### config.mk
export PLATFORM = sky130hd
export DESIGN_NAME = mult_seq_control
export DESIGN_NICKNAME = d
export VERILOG_FILES = /design/src/rtl/mult_seq_control.sv
export SDC_FILE = /design/constraint.sdc
export NUM_CORES = 1
export LEC_CHECK = 0
export BUFFER_PORTS_ARGS = -buffer_cell sky130_fd_sc_hd__buf_4
export CORE_AREA = 2 2 39 41
export DETAILED_ROUTE_END_ITERATION = 8
export DIE_AREA = 0 0 41 43
export PLACE_DENSITY = 0.58
export SKIP_CTS_REPAIR_TIMING = 1
export SYNTH_ARGS = -nofsm -noshare
export SYNTH_HDL_FRONTEND = slang
export SYNTH_SLANG_ARGS = --single-unit
export TNS_END_PERCENT = 30
### constraint.sdc
create_clock -name Clk -period 1.2 [get_ports Clk]
set_input_delay 0.18 -clock Clk [delete_from_list [all_inputs] [get_ports Clk]]
set_output_delay 0.18 -clock Clk [all_outputs]
set_load 0.03 [all_outputs]
### src/rtl/mult_seq_control.sv
// Sequencer for the shift-add multiplier datapath (XA:B pair, 9-bit adder, X flip-flop).
// Optional build macro MULT_SEQ_CTRL_SKIP_ZERO_EN folds zero-bit steps into a single ADD cycle.
//
// state     | meaning
// ----------+-------------------------------------------------------------
// IDLE      | waiting for ClearA_LoadB (priority) or Run
// LOAD      | one-cycle Clr_Ld pulse
// LOAD_HOLD | waiting for ClearA_LoadB release, one load per press
// CLEAR     | clear XA and X, latch Signed, reset step counter
// ADD       | conditional add/subtract of S, decided by M
// SHIFT     | arithmetic right shift of X:XA:B, advance step counter
// HOLD      | result valid, waiting for Run release

module mult_seq_control #(
    parameter int WIDTH = 8
) (
    input  logic Clk,
    input  logic Reset_n,
    input  logic Run,
    input  logic ClearA_LoadB,
    input  logic Signed,
    input  logic M,
    output logic Clr_Ld,
    output logic Clr_XA,
    output logic Add,
    output logic Sub,
    output logic Shift,
    output logic Busy,
    output logic Done
);

    localparam int CW = $clog2(WIDTH + 1);

    typedef enum logic [2:0] {
        S_IDLE      = 3'd0,
        S_LOAD      = 3'd1,
        S_LOAD_HOLD = 3'd2,
        S_CLEAR     = 3'd3,
        S_ADD       = 3'd4,
        S_SHIFT     = 3'd5,
        S_HOLD      = 3'd6
    } state_t;

    state_t        state;
    logic [CW-1:0] cnt;
    logic          sgn_q;
    logic          last;

    assign last = (cnt == CW'(WIDTH - 1));

    always_ff @(posedge Clk or negedge Reset_n) begin
        if (!Reset_n) begin
            state <= S_IDLE;
            cnt   <= '0;
            sgn_q <= 1'b0;
        end else begin
            if (Shift) begin
                cnt <= cnt + CW'(1);
            end
            case (state)
                S_IDLE: begin
                    if (ClearA_LoadB) begin
                        state <= S_LOAD;
                    end else if (Run) begin
                        state <= S_CLEAR;
                    end
                end
                S_LOAD: begin
                    state <= ClearA_LoadB ? S_LOAD_HOLD : S_IDLE;
                end
                S_LOAD_HOLD: begin
                    if (!ClearA_LoadB) begin
                        state <= S_IDLE;
                    end
                end
                S_CLEAR: begin
                    sgn_q <= Signed;
                    cnt   <= '0;
                    state <= S_ADD;
                end
                S_ADD: begin
`ifdef MULT_SEQ_CTRL_SKIP_ZERO_EN
                    // A zero multiplier bit shifts in place; only one bits need the adder cycle
                    if (M) begin
                        state <= S_SHIFT;
                    end else if (last) begin
                        state <= S_HOLD;
                    end
`else
                    state <= S_SHIFT;
`endif
                end
                S_SHIFT: begin
                    state <= last ? S_HOLD : S_ADD;
                end
                S_HOLD: begin
                    if (!Run) begin
                        state <= S_IDLE;
                    end
                end
                default: begin
                    state <= S_IDLE;
                end
            endcase
        end
    end

    // Strobes decode from state so that an async reset silences them at once
    always_comb begin
        Clr_Ld = 1'b0;
        Clr_XA = 1'b0;
        Add    = 1'b0;
        Sub    = 1'b0;
        Shift  = 1'b0;
        Busy   = 1'b0;
        Done   = 1'b0;
        case (state)
            S_LOAD: begin
                Clr_Ld = 1'b1;
            end
            S_CLEAR: begin
                Clr_XA = 1'b1;
                Busy   = 1'b1;
            end
            S_ADD: begin
                Busy = 1'b1;
                // The MSB of a two's-complement multiplier carries negative weight
                Sub  = M & sgn_q & last;
                Add  = M & ~(sgn_q & last);
`ifdef MULT_SEQ_CTRL_SKIP_ZERO_EN
                Shift = ~M;
`endif
            end
            S_SHIFT: begin
                Shift = 1'b1;
                Busy  = 1'b1;
            end
            S_HOLD: begin
                Done = 1'b1;
            end
            default: begin
                Done = 1'b0;
            end
        endcase
    end

endmodule

Word-level counts from Yosys, hierarchy flattened
Index checks and enable logic that the tools add are counted.
{"block": "totals", "register_bits": 8, "latch_bits": 0, "ram_bits": 0, "romBits": 0, "in_bits": 6, "out_inout_bits": 7, "word_cells": 39, "mem_count": 0}
{"block": "op_classes", "addsub": 1, "multipliers": 0, "n_div": 0, "order_cmp": 0, "n_eq_ne": 10, "n_shift": 0, "mux": 16, "n_bitwise": 5, "n_reduce_logical": 4}
{"cell": "3-bit one-hot mux with 7 select lines", "n": 1}
{"cell": "3-bit 2-to-1 mux", "n": 4}
{"cell": "3-bit == test, second input constant", "n": 3}
{"cell": "4-bit 2-to-1 mux", "n": 2}
{"cell": "1-bit 2-to-1 mux", "n": 7}
{"cell": "3-bit by 2-bit == test with 1-bit output, second input constant", "n": 2}
{"cell": "4-bit by 1-bit adder with 4-bit output, second input constant", "n": 1}
{"cell": "1-bit bitwise AND", "n": 4}
{"cell": "4-bit by 3-bit == test with 1-bit output, second input constant", "n": 1}
{"cell": "2-bit 2-to-1 mux", "n": 2}
{"cell": "2-bit != test, second input constant", "n": 2}
{"cell": "3-bit by 1-bit == test with 1-bit output, second input constant", "n": 1}
{"cell": "3-bit logical NOT", "n": 1}
{"cell": "3-bit != test, second input constant", "n": 1}
{"cell": "3-bit AND reduction", "n": 1}
{"cell": "3-bit OR reduction", "n": 1}
{"cell": "2-bit nonzero test", "n": 1}
{"cell": "1-bit NOT", "n": 1}

Logic depth before layout (Yosys ltp)
Gate-level depths: netlist (run 1).
{"block": "logic_depth", "ltp_word": 5, "mapped_depth": 5}

Worst setup path before layout (run 1)
No wires, ideal clock.
{"block": "synth_timing", "path_kind": "reg-to-reg", "from": "register state[0]", "to": "register state[2]", "setup_ns": 0.068, "arrival_ns": 1.493, "t_required_ns": 1.132, "setup_slack_ns": -0.361, "path_stages_with_launch": 3, "path_buffers": 0, "period_less_slack_ns": 1.561, "path_cell_list": "dfrtp_1 nor3b_1 a21o_1"}
{"block": "synth_between", "elab_chain_cells": 3, "elab_cells_between_ends": 12, "cone_classes": "eq/ne: 9; mux: 1; reduce/logical: 2"}
{"item": "from (decl)", "line": "44", "text": "state_t state;"}
{"item": "from (signal assigned)", "line": "69", "text": "state <= ClearA_LoadB ? S_LOAD_HOLD : S_IDLE;"}
{"item": "from (signal assigned)", "line": "94", "text": "state <= last ? S_HOLD : S_ADD;"}
{"item": "3-bit by 2-bit == test with 1-bit output, or another cell as far along", "line": "60", "text": "case (state)"}
{"item": "2-bit != test (no source line) or 3-bit != test (tied branches)"}
{"item": "3-bit AND reduction (no source line)"}
Several ways; a longest one is shown, not always the timed one.
A chain may end at the register's enable or synchronous reset.

Worst setup path in the final report (run 1)
{"block": "layout_timing", "from": "register cnt[0]", "to": "output Add"}
{"block": "layout_between", "elab_chain_cells": 5}
{"item": "from (decl)", "line": "45", "text": "logic [CW-1:0] cnt;"}
{"item": "from (signal assigned)", "line": "58", "text": "cnt <= cnt + CW'(1);"}
{"item": "4-bit by 3-bit == test with 1-bit output", "line": "49", "text": "assign last = (cnt == CW'(WIDTH - 1));"}
{"item": "1-bit bitwise AND", "line": "129", "text": "Add = M & ~(sgn_q & last);"}
{"item": "1-bit NOT", "line": "129"}
{"item": "1-bit bitwise AND", "line": "129"}
{"item": "1-bit 2-to-1 mux", "line": "117", "text": "case (state)"}
{"item": "to (decl)", "line": "25", "text": "output logic Add,"}
Every way passes these cells.

==> metrics.txt, run 1 <==
post-route minimum period=1.48 ns; most numerous cell in the Yosys netlist=dfrtp_1; wire per inst=11.6 um; Worst Setup Path Type=register to primary output; most used routing layer=met2; Cells after Synth=44; I/O Buffers=12; remaining global-route overflow=0; clk sinks=8; Max Freq=just under 0.7 GHz; Fin. Hold Viols=0; type of the worst min-delay path=input port to register; gr usage total=~15%; leakage=0.406 nW; RSZ-0062 raised after global routing=true; area of placed instances=647 um^2; Slew Limit Fails=0; crit start category=register; Die Height=43 um; status=finished, violations left; leading area contributor after synthesis=dfrtp_1; final setup vio count=8; initial antenna violation count=0; average size of a mapped cell=~11 um^2; Clock Tree Buf Depth=2; register clock-pin slew on the reported worst setup and hold paths=0.05 ns; commonest cells in the netlist=dfrtp_1, nand2_1, mux2i_1, nand3_1, nor2_1; ranking of synthesized cells by area=dfrtp_1, nand3b_4, mux2i_1, mux2_2, nand2_1; layout cells sized above 1=about 61%; data required time at the worst endpoint=roughly 1 ns; Final #Nets=80; H-tree Lvls=1; Top FF cell, synth=dfrtp_1; antenna viol nets, final=0; Synth Cell Area=467 um^2; Peak VDD IR=0.949 mV; warnings from Yosys=0; asr flop ratio synth=100%; Diodes inserted=0; Area growth, synth to finish=56.3%; DR iter-0 viols=7; Slew HR=between 80 and 90%; clock latency at the later pin of the worst-skew pair=approximately 0.25 ns; Worst Max-Slew Pin Slew=0.246 ns; Root Buffer=clkbuf_4; sequential-to-total area share from yosys stat=42.9%; GPL Wtd Cong=0.747; top cell type's share of synthesized area=42.9%; DR DRC count=0; Design Area, Final=729 um^2; final worst-path setup slack=-0.278 ns; initial core utilization=33.7%; flops & latches, synth=8; pin count of the biggest net entering global routing=9; EDFF count, synth=0; floorplan core area=approximately 0.0014 mm^2; num rows=14; first-pass GRT wire length=1720 um; Num CTS Buffers=3; critical path endpoint category=primary output; CTS tree=built; via/cell ratio=4.76; GRT met1 Usage=18.2%; Crit path arrival time=roughly 1.3 ns; maxcap violations=0; syn_nets=51; dpl ws=-0.0602 ns; failing checks=negative setup slack; Total Power=1.63 mW; via count of the routed design=414; grt met2 use=~23%; Synth cell types=21; met3 usage=under 10%; die area=between 0.0015 and 0.002 mm^2; final wirelength=1010 um; Horiz. Die Dim=41 um; period utilization=123%; hpwl dp=773 um; clock skew=0.00331 ns; io pins=13; Pwr Density=2230 mW/mm^2; vias in the first global route=around 400; First-pass DRT Iterations=2; CP max FO=3; Filler cells=139
-- power by group --
part           total (mW)  internal [mW]  switching (mW)
clock               0.196          0.114          0.0824
sequential          0.498          0.379           0.119
combinational       0.934          0.493           0.441
-- worst max-delay path, cell delays in order, from the launching register on --
cell and delay [ns]:
dfrtp_1 0.38, ha_2 0.19, and3b_2 0.21, a21oi_2 0.13, buf_6 0.14
-- metrics by stage --
stage	utilization, %	setup TNS, ns	cells	hold WS [ns]
after global routing	52.7	-2.01	87	0.141
final	52.7	-1.34	87	0.163
after global placement	46.7	-0.0556	80	0.00497
after floorplan	-	-0.201	44	-0.116
after detailed placement	46.7	-0.113	80	0.00598
after CTS	48.4	-1.62	83	-0.263
-- cell type report --
| cell class | instances | area (um^2) | area share [%] |
|---|---|---|---|
| tap | 16 | 20.0 | 2.74 |
| timing repair buffer | 25 | 205 | 28.1 |
| inverter | 3 | 13.8 | 1.89 |
| sequential | 8 | 203 | 27.8 |
| clock buffer | 3 | 22.5 | 3.09 |
| multi-input combinational | 32 | 265 | 36.4 |
-- logic make-up (layout without fill, tap and decap cells) --
kind of cell,after synthesis,after routing,synth area share [%]
muxes,5,5,11.3
and+or+nand+nor,19,19,28.7
buffers and inverters,4,31,5.36
AOI/OAI and AO/OA,7,7,9.12
adders and majority gates,1,1,2.68
DFF,8,8,42.9
-- per-layer routing --
metal	vias up	wire [um]
li1	212	-
met1	191	402
met2	9	553
met3	2	42
met4	0	12
met5	-	0
-- placed cells by master, fill, tap and decap left out, drive strengths merged, types with 2 or more instances in the layout --
cell    count
inv         3
nand2       6
nor2        3
nand3b      2
buf        24
clkbuf      3
dfrtp       8
a21oi       2
mux2i       3
o21ai       2
nand3       3
mux2        2
-- state kept, by name (all words and copies together) (netlist names) --
signal  count
cnt         4
state       3
sgn_q       1
-- final timing paths --
kind / start / end / slack [ns] / depth (start not counted)
min in group asynchronous: Reset_n / cnt[2] / 0.29 / 2
worst min register to register: cnt[3] / cnt[3] / 0.48 / 1
worst min-delay path: Run / state[2] / 0.16 / 2
max in group asynchronous: Reset_n / state[2] / 0.77 / 2
worst max register to register: cnt[0] / state[1] / -0.06 / 5
worst max-delay path: cnt[0] / Add / -0.28 / 4
No activity file was read; power rests on OpenSTA's default activity.
==> run 2, diff against run 1 <==
--- a/constraint.sdc
+++ b/constraint.sdc
@@ -3,2 +3,2 @@
 set_output_delay 0.18 -clock Clk [all_outputs]
-set_load 0.03 [all_outputs]
+set_load 0.1 [all_outputs]
==> metrics.txt, run 2 (same netlist as run 1, synthesis figures left out) <==
Biggest register=cnt; hold path startpoint=Signed; Slew HR=83.4% (about the same); critical path's largest stage delay=0.36 ns (-0.02 ns); placed cell count=88 (+10%); Peak VDD IR=1.72 mV (+81%); I/O Buffers=12 (unchanged); GPL Wtd Cong=0.755 (+1.1%); Worst Setup Path Type=register to primary output; Top delay family on crit path=simple AND/OR/NAND/NOR gates; hpwl dp=819 um (+5.9%); Fin. Hold Viols=0 (unchanged); Area growth, synth to finish=97.9%; Pwr Density=2630 mW/mm^2 (+18%); pin count of the biggest net entering global routing=9 (unchanged); final wirelength=1180 um (+16%); floorplan core area=0.00138 mm^2 (unchanged); first-pass GRT wire length=1650 um (-4.0%); r2r worst-path depth=5 (unchanged); register clock-pin slew on the reported worst setup and hold paths=0.06 ns (about the same); WHS Endpoint=sgn_q; io pins=13 (unchanged); Finished Layout Cells=97 (+11%); post-route minimum period=1.60 ns (+0.120 ns); final worst-path setup slack=-0.399 ns (-0.120 ns); RSZ-0062 raised after global routing=true; H-tree Lvls=1 (unchanged); Num CTS Buffers=3 (unchanged); Root Buffer=clkbuf_4; via count of the routed design=446 (+7.7%); remaining global-route overflow=0 (unchanged); vias in the first global route=402 (+1.0%); status=finished, violations left; clk sinks=8 (unchanged); Max Freq=0.626 GHz (-7.5%); type of the worst min-delay path=input port to register; period utilization=133% (+10 points); Total Power=2.43 mW (+49%); antenna viol nets, final=0 (unchanged); num rows=14 (unchanged); Horiz. Die Dim=41 um (unchanged); DR DRC count=0 (unchanged); clock latency at the later pin of the worst-skew pair=0.25 ns (about the same); crit start category=register; First-pass DRT Iterations=4 (+2); failing checks=negative setup slack; DR iter-0 viols=6 (-1); setup TNS=-1.97 ns (-0.630 ns); die area=0.00176 mm^2 (unchanged); Final #Nets=89 (+11%); Die Height=43 um (unchanged); cells along the critical path=ha_2 > and3b_2 > nand2_2 > nor2_4 > buf_12; commonest non-fill, non-tap cells in the layout=buf_4, buf_12, dfrtp_1; layout cells sized above 1=69.1% (+8.6 points); Hold Path Depth=2 (unchanged); Slew Limit Fails=0 (unchanged); critical path endpoint category=primary output; Crit path arrival time=1.42 ns (+0.12 ns); most common cell after layout, fill and taps aside=buf_4; WP buf/inv=1 (unchanged); Clock Tree Buf Depth=2 (unchanged); CTS tree=built; initial core utilization=33.7% (unchanged); via/cell ratio=4.60 (-3.4%); FF-to-FF setup slack=-0.11 ns (-0.05 ns); wire per inst=12.1 um (+4.4%); Diodes inserted=0 (unchanged); data required time at the worst endpoint=1.02 ns (about the same); maxcap violations=0 (unchanged); Largest regs=cnt x4, state x3, sgn_q x1; worst reg2reg startpoint=cnt[1]; final hold slack=0.161 ns (-0.00169 ns); Worst Max-Slew Pin Slew=0.245 ns (-0.000719 ns); max reg flops=4 (unchanged); leakage=0.494 nW (+22%); gr usage total=14.0% (-1.0 points); reg2reg end=state[1]; slowest CP cell=dfrtp_1; clock skew=0.000781 ns (-0.00253 ns); CP max FO=3 (unchanged); final setup vio count=8 (unchanged); initial antenna violation count=0 (unchanged)
[run 2: final cells by class]
| cell class | instances | area (um^2) |
|---|---|---|
| fillers | 111 | 460 |
| inverters | 3 | 16.3 |
| clock buffers | 4 | 26.3 |
| repair buffers | 34 | 357 |
| well taps | 16 | 20.0 |
| multi-input cells | 32 | 302 |
| flip-flops and latches | 8 | 203 |
[run 2: routing by layer]
layer,routed length (um),GRT usage [%],vias to the layer above
met5,0,0,-
met4,0,8.00,0
met3,24,1.57,0
met2,602,18.4,5
met1,550,21.3,210
li1,-,-,231
[run 2: stage by stage]
| stage | util [%] | setup slack (ns) | instance area, um^2 |
|---|---|---|---|
| 6_report | 66.7 | -0.399 | 923 |
| 3_3_place_gp | 53.3 | -0.198 | 738 |
| 3_5_place_dp | 53.3 | -0.224 | 738 |
| 5_1_grt | 66.7 | -0.451 | 923 |
| 4_1_cts | 55.2 | -0.496 | 764 |
| 2_1_floorplan | - | -0.436 | 512 |
[run 2: how the worst max path moves through the flow]
| stage | startpoint | to | slack, ns | cells past startpoint |
|---|---|---|---|---|
| final | cnt[1] | Sub | -0.40 | 5 |
| after global routing | cnt[1] | Sub | -0.45 | 5 |
| after CTS | cnt[1] | Sub | -0.50 | 5 |
| after detailed placement | cnt[0] | Add | -0.22 | 4 |
| after global placement | cnt[0] | Add | -0.20 | 4 |
| after floorplan | state[2] | state[2] | -0.44 | 4 |
[run 2: power breakdown]
group          switching [mW]  internal (mW)  total (mW)
Combinational           0.932          0.796        1.73
Sequential              0.102          0.378       0.480
Clock                  0.0928          0.127       0.220
Total                    1.13           1.30        2.43
==> run 3, diff against run 2 <==
Settings changed: CELL_PAD_IN_SITES_DETAIL_PLACEMENT from default to 0, CELL_PAD_IN_SITES_GLOBAL_PLACEMENT from default to 1, CORE_AREA 2 2 39 41 to default, CORE_MARGIN from default to 1.5, CORE_UTILIZATION from default to 36, DIE_AREA 0 0 41 43 to default, PLACE_DENSITY 0.58 to 0.74.
==> metrics.txt, run 3 (same netlist as run 1, synthesis figures left out) <==
clk sinks=8 (unchanged); setup TNS=-2.33 ns (-0.357 ns); First-pass DRT Iterations=4 (unchanged); data required time at the worst endpoint=1.02 ns (about the same); Horiz. Die Dim=39.0 um (-4.9%); post-route minimum period=1.58 ns (-0.0144 ns); crit start category=register; wire per inst=15.4 um (+27%); final hold slack=0.154 ns (-0.00748 ns); Worst Max-Slew Pin Slew=0.272 ns (+0.0272 ns); Clock Tree Buf Depth=2 (unchanged); final setup vio count=10 (+2); hpwl dp=986 um (+20%); failing checks=negative setup slack; clock latency at the later pin of the worst-skew pair=0.26 ns (about the same); DR DRC count=0 (unchanged); Filler cells=73 (-34%); type of the worst min-delay path=input port to register; antenna viol nets, final=0 (unchanged); commonest non-fill, non-tap cells in the layout=buf_4, buf_12, dfrtp_1; Crit path arrival time=1.40 ns (-0.02 ns); RSZ-0062 raised after global routing=true; CP max FO=3 (unchanged); Largest regs=cnt x4, state x3, sgn_q x1; via count of the routed design=464 (+4.0%); Die Height=39.0 um (-9.3%); maxcap violations=0 (unchanged); layout cells sized above 1=66.7% (-2.5 points); clock skew=0.00944 ns (+0.00866 ns); period utilization=132% (-1.2 points); Root Buffer=clkbuf_4; initial core utilization=40.4% (+6.6 points); critical path endpoint category=primary output; status=finished, violations left; Pwr Density=2730 mW/mm^2 (+3.7%); Slew HR=81.6% (-1.8 points); most common cell after layout, fill and taps aside=buf_4; via/cell ratio=5.04 (+9.7%); register clock-pin slew on the reported worst setup and hold paths=0.07 ns (about the same); Peak VDD IR=2.22 mV (+29%); leakage=0.472 nW (-4.5%); CTS tree=built; die area=0.00152 mm^2 (-14%); vias in the first global route=482 (+20%); GPL Wtd Cong=0.759 (+0.64%); Total Power=2.48 mW (+2.0%); Area growth, synth to finish=94.6%; I/O Buffers=12 (unchanged); Final #Nets=86 (-3.4%); Fin. Hold Viols=0 (unchanged); H-tree Lvls=1 (unchanged); dpl ws=-0.245 ns (-0.0212 ns); Num CTS Buffers=3 (unchanged); Slew Limit Fails=0 (unchanged); FF-to-FF setup slack=-0.06 ns (+0.05 ns); final worst-path setup slack=-0.384 ns (+0.0144 ns); Max Freq=0.631 GHz (+0.91%); num rows=12 (-2); initial antenna violation count=0 (unchanged); first-pass GRT wire length=2010 um (+22%); gr usage total=20.1% (+6.1 points); remaining global-route overflow=0 (unchanged); DR iter-0 viols=12 (+6); max reg flops=4 (unchanged); final wirelength=1420 um (+21%); Worst Setup Path Type=register to primary output; pin count of the biggest net entering global routing=9 (unchanged); floorplan core area=0.00116 mm^2 (-16%); io pins=13 (unchanged); Biggest register=cnt; Diodes inserted=0 (unchanged)
-- run 3: where the power goes --
group / internal, mW / total [mW] / switching [mW]
Clock: 0.128 / 0.235 / 0.107
Sequential: 0.378 / 0.483 / 0.105
Combinational: 0.785 / 1.76 / 0.975
-- run 3: worst max-delay path, cell delays in order (launching register included) --
cell and delay, ns:
dfrtp_1 0.35, ha_2 0.17, and3b_2 0.23, nand2_2 0.08, nor2_4 0.11, buf_12 0.18
-- run 3: final cells by class --
type	count	area (um^2)	area share, %
clock buffers	4	26.3	2.89
inverters	3	18.8	2.07
multi-input cells	32	309	34.0
flip-flops and latches	8	203	22.3
well taps	14	17.5	1.93
repair buffers	31	334	36.8
-- run 3: worst paths after layout --
kind                                from        to  cells after the start
worst min register to register    cnt[3]    cnt[3]                      2
worst min-delay path                 Run  state[2]                      2
max in group asynchronous        Reset_n  state[1]                      2
worst max register to register  state[2]  state[1]                      4
worst max-delay path              cnt[0]       Sub                      5
min in group asynchronous        Reset_n  state[0]                      2
-- run 3: per-stage QoR --
step           area [um^2]  std cells  util, %
5_1_grt                908         92     78.6
4_1_cts                747         88     64.6
6_report               908         92     78.6
3_3_place_gp           721         84     62.3
3_5_place_dp           721         84     62.3
2_1_floorplan          512         44        -
-- run 3: per-layer routing --
| metal | vias to the layer above | GRT usage (%) | wire (um) |
|---|---|---|---|
| met5 | - | 0 | 0 |
| met4 | 0 | 7.76 | 21 |
| met3 | 2 | 5.20 | 77 |
| met2 | 15 | 36.7 | 736 |
| met1 | 224 | 21.7 | 585 |
| li1 | 223 | - | - |
